===== src/rtl/systolic_fir_pkg.sv =====
// rtl/systolic_fir_pkg.sv - shared FIR geometry, coefficient type, reset coefficients and controller states
package systolic_fir_pkg;

    localparam int TAP   = 4;
    localparam int COE_W = 16;
    localparam int IDX_W = (TAP > 1) ? $clog2(TAP) : 1;

    typedef logic signed [COE_W-1:0] coe_t;

    // Element [0] is tap 0, so the rightmost entry in the concatenation is the first tap.
    localparam coe_t [TAP-1:0] COE = {coe_t'(129), coe_t'(-138), coe_t'(14), coe_t'(7)};

    typedef logic [2:0] fir_coe_state_t;

    localparam fir_coe_state_t ST_IDLE  = 3'd0;
    localparam fir_coe_state_t ST_LOAD  = 3'd1;
    localparam fir_coe_state_t ST_PEND  = 3'd2;
    localparam fir_coe_state_t ST_FLUSH = 3'd3;
    localparam fir_coe_state_t ST_SWAP  = 3'd4;

endpackage


===== src/rtl/fir_coe_ctrl.sv =====
// rtl/fir_coe_ctrl.sv - shadow-loaded FIR coefficient bank with drain-then-swap sequencing
module fir_coe_ctrl
    import systolic_fir_pkg::*;
#(
    parameter int FLUSH_CYC = TAP + 2
) (
    input  logic                 clk,
    input  logic                 rst,
    input  logic                 cfg_valid,
    output logic                 cfg_ready,
    input  coe_t                 cfg_data,
    input  logic                 cfg_last,
    input  logic                 swap_req,
    output logic                 x_ready_o,
    output logic                 zero_o,
    output coe_t [TAP-1:0]       coe_o,
    output logic                 pend_o,
    output logic                 err_o
);

    localparam logic [7:0]       FLUSH_INIT = 8'(FLUSH_CYC - 1);
    localparam logic [IDX_W-1:0] IDX_LAST   = IDX_W'(TAP - 1);

    fir_coe_state_t   state_q, state_d;
    logic [IDX_W-1:0] idx_q, idx_d;
    logic [7:0]       cnt_q, cnt_d;
    coe_t [TAP-1:0]   shadow_q, shadow_d;
    coe_t [TAP-1:0]   coe_q, coe_d;
    logic             cfg_ready_q, cfg_ready_d;
    logic             x_ready_q, x_ready_d;
    logic             zero_q, zero_d;
    logic             pend_q, pend_d;
    logic             err_q, err_d;
    logic             load_bad;

    always_comb begin
        state_d  = state_q;
        idx_d    = idx_q;
        cnt_d    = cnt_q;
        shadow_d = shadow_q;
        coe_d    = coe_q;
        err_d    = 1'b0;
        load_bad = 1'b0;

        case (state_q)
            ST_IDLE, ST_LOAD: begin
                if (cfg_valid && cfg_ready_q) begin
                    shadow_d[idx_q] = cfg_data;
                    if (idx_q == IDX_LAST) begin
                        if (cfg_last) begin
                            state_d = ST_PEND;
                            idx_d   = '0;
                        end else begin
                            load_bad = 1'b1;
                        end
                    end else if (cfg_last) begin
                        load_bad = 1'b1;
                    end else begin
                        idx_d   = idx_q + 1'b1;
                        state_d = ST_LOAD;
                    end
                end
                // A malformed set is dropped entirely; the active bank is untouched.
                if (load_bad) begin
                    err_d    = 1'b1;
                    state_d  = ST_IDLE;
                    idx_d    = '0;
                    shadow_d = '0;
                end
            end
            ST_PEND: begin
                if (swap_req) begin
                    state_d = ST_FLUSH;
                    cnt_d   = FLUSH_INIT;
                end
            end
            ST_FLUSH: begin
                if (cnt_q == 8'd0) begin
                    state_d = ST_SWAP;
                end else begin
                    cnt_d = cnt_q - 8'd1;
                end
            end
            ST_SWAP: begin
                coe_d   = shadow_q;
                state_d = ST_IDLE;
            end
            default: begin
                state_d = ST_IDLE;
                idx_d   = '0;
                cnt_d   = 8'd0;
            end
        endcase

        // Outputs are decoded from the next state so they register in step with it.
        cfg_ready_d = (state_d == ST_IDLE) || (state_d == ST_LOAD);
        x_ready_d   = (state_d != ST_FLUSH) && (state_d != ST_SWAP);
        zero_d      = (state_d == ST_FLUSH);
        pend_d      = (state_d == ST_PEND) || (state_d == ST_FLUSH) || (state_d == ST_SWAP);
    end

    always_ff @(posedge clk) begin
        if (rst) begin
            state_q     <= ST_IDLE;
            idx_q       <= '0;
            cnt_q       <= 8'd0;
            shadow_q    <= '0;
            coe_q       <= COE;
            cfg_ready_q <= 1'b1;
            x_ready_q   <= 1'b1;
            zero_q      <= 1'b0;
            pend_q      <= 1'b0;
            err_q       <= 1'b0;
        end else begin
            state_q     <= state_d;
            idx_q       <= idx_d;
            cnt_q       <= cnt_d;
            shadow_q    <= shadow_d;
            coe_q       <= coe_d;
            cfg_ready_q <= cfg_ready_d;
            x_ready_q   <= x_ready_d;
            zero_q      <= zero_d;
            pend_q      <= pend_d;
            err_q       <= err_d;
        end
    end

    assign cfg_ready = cfg_ready_q;
    assign x_ready_o = x_ready_q;
    assign zero_o    = zero_q;
    assign coe_o     = coe_q;
    assign pend_o    = pend_q;
    assign err_o     = err_q;

endmodule


===== config.mk =====
export PLATFORM = sky130hd
export DESIGN_NAME = fir_coe_ctrl
export DESIGN_NICKNAME = d
export VERILOG_FILES = /design/src/rtl/systolic_fir_pkg.sv /design/src/rtl/fir_coe_ctrl.sv
export SDC_FILE = /design/constraint.sdc
export NUM_CORES = 1
export LEC_CHECK = 0
export CAP_MARGIN = 25
export CELL_PAD_IN_SITES_DETAIL_PLACEMENT = 0
export CELL_PAD_IN_SITES_GLOBAL_PLACEMENT = 1
export CORE_ASPECT_RATIO = 0.9
export CORE_UTILIZATION = 42
export DETAILED_ROUTE_END_ITERATION = 8
export PLACE_DENSITY_LB_ADDON = 0.1
export SETUP_SLACK_MARGIN = 0.1
export SKIP_CTS_REPAIR_TIMING = 1
export SYNTH_ARGS = -nofsm -noshare
export SYNTH_HDL_FRONTEND = slang
export SYNTH_SLANG_ARGS = --single-unit
export TNS_END_PERCENT = 30

===== constraint.sdc =====
create_clock -name clk -period 5.67 [get_ports clk]
set_clock_uncertainty 0.2 [all_clocks]
set_input_delay 0.8505 -clock clk [delete_from_list [all_inputs] [get_ports clk]]
set_output_delay 0.8505 -clock clk [all_outputs]
set_load 0.02 [all_outputs]

== Word-level counts from Yosys, hierarchy flattened ==
Index checks and enable logic that the tools add are counted.

* Mux-type cells: 28
* Add/subtract/negate cells: 2
* $lt $le $gt $ge: 2
* Equality and inequality tests: 16
* Reductions and logical operators: 17
* Bitwise gates (word level): 3

{| class="wikitable"
|+ Operators with widths
! cell !! count
|-
| 64-bit 2-to-1 mux || 2
|-
| 64-bit bitwise mux || 1
|-
| 16-bit demux with 2-bit select || 1
|-
| 8-bit case mux with 3 select lines || 1
|-
| 3-bit 2-to-1 mux || 7
|-
| 16-bit 2-to-1 mux || 1
|-
| 8-bit 2-to-1 mux || 2
|-
| 3-bit by 2-bit == test with 1-bit output, second input constant || 4
|-
| 2-bit 2-to-1 mux || 5
|-
| 3-bit case mux with 3 select lines || 1
|-
| 8-bit logical NOT || 1
|-
| 4-bit != test, second input constant || 2
|-
| 8-bit by 1-bit subtractor with 8-bit output, second input constant || 1
|-
| 3-bit by 1-bit == test with 1-bit output, second input constant || 2
|-
| 3-bit == test, second input constant || 2
|-
| 3-bit logical NOT || 2
|-
| 1-bit 2-to-1 mux || 6
|-
| 3-bit != test, second input constant || 2
|-
| 3-bit OR reduction || 2
|-
| 2-bit != test, second input constant || 2
|-
| 2-bit case mux with 2 select lines || 1
|-
| 4-bit AND reduction || 1
|-
| 2-bit OR reduction || 2
|-
| 1-bit logical AND || 3
|-
| other kinds (10) || 14
|}

* Input port bits: 21
* Logic and storage cells: 84
* Flip-flop bits (word level): 146

== Longest topological paths before layout ==
* Word-level depth: 9
* Gate-level depth with buffers: 8
* Gate-level depth less buffers: 7

== Worst setup path after synthesis ==
No wires, ideal clock.

* Kind: input to register
* Start point: in cfg_last
* End point: reg cfg_ready_q (netlist: cfg_ready)
* Path slack: 3.127 ns
* Required time: 5.356 ns
* Data arrival time: 2.229 ns
* Stages on the path: 6
* Path buffers: 0
* Setup time: 0.114 ns
* Cell sequence: inv_1 ha_1 inv_1 a311o_1 or3_1 a21o_1

* Word-level cells in the longest chain between the ends: 8
* Elaborated cells on any way between the ends: 14
* Classes of those cells: 1 x eq/ne; 11 x mux; 2 x reduce/logical

{| class="wikitable"
|+ RTL lines
! element !! line !! text
|-
| start: declaration || fir_coe_ctrl.sv:12 || <nowiki>input logic cfg_last,</nowiki>
|-
| 1-bit 2-to-1 mux (on tied branches) || fir_coe_ctrl.sv:56, fir_coe_ctrl.sv:50 ||
|-
| 1-bit 2-to-1 mux || fir_coe_ctrl.sv:49 || <nowiki>if (idx_q == IDX_LAST) begin</nowiki>
|-
| 1-bit 2-to-1 mux || fir_coe_ctrl.sv:47 || <nowiki>if (cfg_valid && cfg_ready_q) begin</nowiki>
|-
| 1-bit 2-to-1 mux || fir_coe_ctrl.sv:45 || <nowiki>case (state_q)</nowiki>
|-
| 3-bit 2-to-1 mux * || fir_coe_ctrl.sv:64 || <nowiki>if (load_bad) begin</nowiki>
|-
| 3-bit case mux with 3 select lines * || fir_coe_ctrl.sv:45 ||
|-
| 3-bit by 1-bit == test with 1-bit output or 3-bit logical NOT (tied branches) || fir_coe_ctrl.sv:96 || <nowiki>cfg_ready_d = (state_d == ST_IDLE) || (state_d == ST_LOAD);</nowiki>
|-
| 1-bit logical OR * || fir_coe_ctrl.sv:96 ||
|-
| end signal: assignment || fir_coe_ctrl.sv:120 || <nowiki>cfg_ready_q <= cfg_ready_d;</nowiki>
|-
| end: declaration || fir_coe_ctrl.sv:29 || <nowiki>logic cfg_ready_q, cfg_ready_d;</nowiki>
|}

Mark *: on every way between the ends. The rest lies on a longest branch, timed or not. The select of a mux whose other input is x is not followed.
A chain may end at the register's enable or synchronous reset.

== Worst setup path in the final report ==
* Start point: in cfg_valid
* End point: reg shadow_q[56] (netlist name)

* Word-level cells in the longest chain between the ends: 5
* Elaborated cells on any way between the ends: 6
* Classes of those cells: 3 x mux; 3 x reduce/logical

{| class="wikitable"
|+ RTL lines
! element !! line !! text
|-
| start: declaration || fir_coe_ctrl.sv:9 || <nowiki>input logic cfg_valid,</nowiki>
|-
| 1-bit logical AND * || fir_coe_ctrl.sv:47 ||
|-
| 1-bit 2-to-1 mux || fir_coe_ctrl.sv:47 ||
|-
| 1-bit 2-to-1 mux || fir_coe_ctrl.sv:45 ||
|-
| 2-bit nonzero test (no source line) || n/a ||
|-
| 2-bit AND reduction (no source line) || n/a ||
|-
| end signal: assignment || fir_coe_ctrl.sv:118 || <nowiki>shadow_q <= shadow_d;</nowiki>
|-
| end: declaration || fir_coe_ctrl.sv:27 || <nowiki>coe_t [TAP-1:0] shadow_q, shadow_d;</nowiki>
|}

Marks and branches as above.

==> impl_metrics.yaml <==
die:
  design.die.area_um2: 13000
  dieHeight_um: 108
  coreArea_um2: 12200
  initial_utilization_pct: 43.3
  die_w_um: 120
  floorplan.io_pins: 90
  num_rows: 38
timing:
  report.final.setup_viol: 0
  final-max-slew-violation-count: 0
  fin_crit_ns: 3.18
  fin_crit_sh_pct: 56.0
  grt_setup_unrepaired: "no"
  achievable-frequency_mhz: 315
  max_slew_margin_pct: 30.9
  sum_neg_setup_slack_ns: 0
  timing_worst_slew_pin_value_ns: 1.02
  number_of_hold_violations_in_the_final_report: 0
outcome:
  run_status: "finished, final reports clean"
clock_tree:
  cts_tree: "done"
  clkSinkCount: 146
  cts-root-buf: "clkbuf_16"
  clk_transition_reported_paths_ns: 0.06
  cts_made_buffers: 17
  htreeDepth: 4
  cts-root-to-sink-buffers: 2
  clkLatencyLatePin_ns: 0.42
synthesis:
  synth_flop_cell: "dfxtp_1"
  netlist_area_um2: 5280
  syn-mean-instance-area_um2: 8.62
  netlist_instances: 612
  synth_enable_flop_cells: 0
  yosysUniqueCellTypes: 41
  yosys_warnings: 0
  post_synthesis_net_count: 641
  async_flop_share_pct: 0
  postSynthRegisterBits: 146
  synth_seq_area_share_pct: 55.4
final_layout:
  layout.cells.most_common: "dfxtp_1"
  area_growth_pct: 30.4
  multi_input_area_um2: 2140
  final.fill_count: 1157
  layout.cells.most_common_list: "dfxtp_1 (146), nand2_1 (135), clkdlybuf4s50_1 (88), nor2_1 (69), a22oi_1 (64)"
  n_antenna_cell: 0
  post_route_cells_drive_above_1_share_pct: 6.32
  final_cells: 856
  design.final.nets: 712
  register_area_um2: 2920
placement:
  dpl.cell_count: 824
  port-buffer-count: 89
  gp_congestion: 0.757
  detailed_placer_s_ending_hpwl_mm: 8.88
setup_path:
  worst_setup_path_end_kind: "flop"
  setup.reg_to_reg.worst_slack_ns: 2.96
  rr_worst_depth: 5
  worst-endpoint-required_ns: 5.75
  timing.critical_path.arrival_ns: 3.25
  regToRegStartpoint: "state_q[2]"
  timing.rr.end: "shadow_q[56]"
  kind_of_launch_point_of_the_worst_setup_path: "input pin"
  crit_start: "cfg_valid"
  crit_type: "in -> reg"
  critPathMaxFanout: 10
detailed_routing:
  routed_wl_mm: 13.6
  first_pass_iters: 5
  routed-via-count: 4598
  route.detailed.drc: 0
  antenna_violating_nets_post_route: 0
  drt_first_iter_violations: 329
  drt-vias-per-instance: 5.37
  drt-wirelength-per-cell_um: 15.9
job:
  max-cap-violations: 0
min_path:
  min_path_cells: 2
  holdPathEnd: "coe_o[3]"
  worstHoldStart: "shadow_q[3]"
  hp-class: "reg -> reg"
power_and_ir_drop:
  vdd_drop_max_uv: 189
  power.leakage_nw: 2.57
  power.density_cell_area_nw_per_um2: 336
global_route:
  first_global_vias: 4160
  grt_start_max_net_pins: 84
  global_route.overflow_total: 0
  global_route.usage.total_pct: 21.9
  grt_first_pass_wirelength_mm: 21.6
  antenna_violations_before_repair: 0
==> synth_stat cells, types with 2 or more instances <==
library cell  count  area, um2
and3_1            5       31.3
o21ai_0           5       25.0
nand2b_1          2       12.5
a21oi_1          55        275
dfxtp_1         146       2920
or4_1             4       30.0
a22oi_1          64        480
and3b_1           2       17.5
nor2_1           69        259
clkbuf_1         30        113
buf_1             3       11.3
inv_1            11       41.3
buf_2             7       35.0
nand3_1          24        120
a21o_1            2       15.0
ha_1              8        100
o211ai_1          3       22.5
or3_2             3       22.5
nand2_1         136        510
o21ai_1           4       20.0
clkbuf_2          4       20.0
or3_1             3       18.8
nor3_1            4       20.0
==> cell families after synthesis <==
kind of cell | after synthesis | synth area share [%]
simple gates | 260 | 21.0
flops | 146 | 55.4
compound gates | 141 | 17.1
buf+inv | 55 | 4.17
fa+ha+maj | 8 | 1.90
xor+xnor | 1 | 0.166
mux | 1 | 0.190
==> critical path, cell delays in order <==
cell	delay, ns
clkdlybuf4s50_1	0.52
nor4bb_1	0.83
o21ai_1	0.51
buf_6	0.29
a22oi_1	0.19
nor2_1	0.06
==> registers in the layout, indices dropped and copies added (netlist names) <==
| name | count |
|---|---|
| shadow_q | 64 |
| cfg_ready | 1 |
| state_q | 3 |
| pend_o | 1 |
| coe_o | 64 |
| x_ready_o | 1 |
| err_o | 1 |
| zero_o | 1 |
| idx_q | 2 |
| cnt_q | 8 |
==> report_power, final <==
group | switching (W) | internal (W) | total, W
clock network | 0.000422 | 0.000757 | 0.00118
registers | 0.00000795 | 0.00104 | 0.00104
logic | 0.0000610 | 0.0000312 | 0.0000922
total | 0.000491 | 0.00182 | 0.00231
==> final cells by class <==
| type | count | share of cell area [%] |
|---|---|---|
| well taps | 160 | 2.91 |
| multi-input cells | 411 | 31.0 |
| clock buffers | 22 | 6.74 |
| inverters | 11 | 0.600 |
| repair buffers | 96 | 14.0 |
| flip-flops and latches | 146 | 42.5 |
| clock inverters | 10 | 2.27 |
==> metal layers <==
metal	wire (um)	vias to the layer above	track usage [%]
met4	212	0	8.75
met1	6700	2196	30.3
met5	0	-	0
met2	5880	146	32.4
met3	817	19	5.64
li1	-	2237	-
==> how the worst max path moves through the flow <==
| stage | endpoint | slack, ns | cells after the start |
|---|---|---|---|
| finish | shadow_q[56] | 2.49 | 6 |
| detailed placement | shadow_q[56] | 2.12 | 6 |
| floorplan | cfg_ready | 3.13 | 6 |
| global placement | shadow_q[15] | 2.02 | 5 |
| global route | shadow_q[57] | 2.27 | 6 |
| CTS | shadow_q[56] | 2.54 | 6 |
==> stage by stage <==
step           hold WS, ns  instance area (um2)  util, %  power (W)  setup slack (ns)
6_report             0.254                 6880     56.5    0.00231              2.49
5_1_grt              0.264                 6880     56.5    0.00239              2.27
4_1_cts              0.255                 6880     56.5    0.00233              2.54
3_5_place_dp         0.246                 6260     51.4    0.00116              2.12
3_3_place_gp         0.237                 6210     51.0    0.00115              2.02
2_1_floorplan        0.232                 5280        -    0.00111              3.13
No activity file was read; power rests on OpenSTA's default activity.
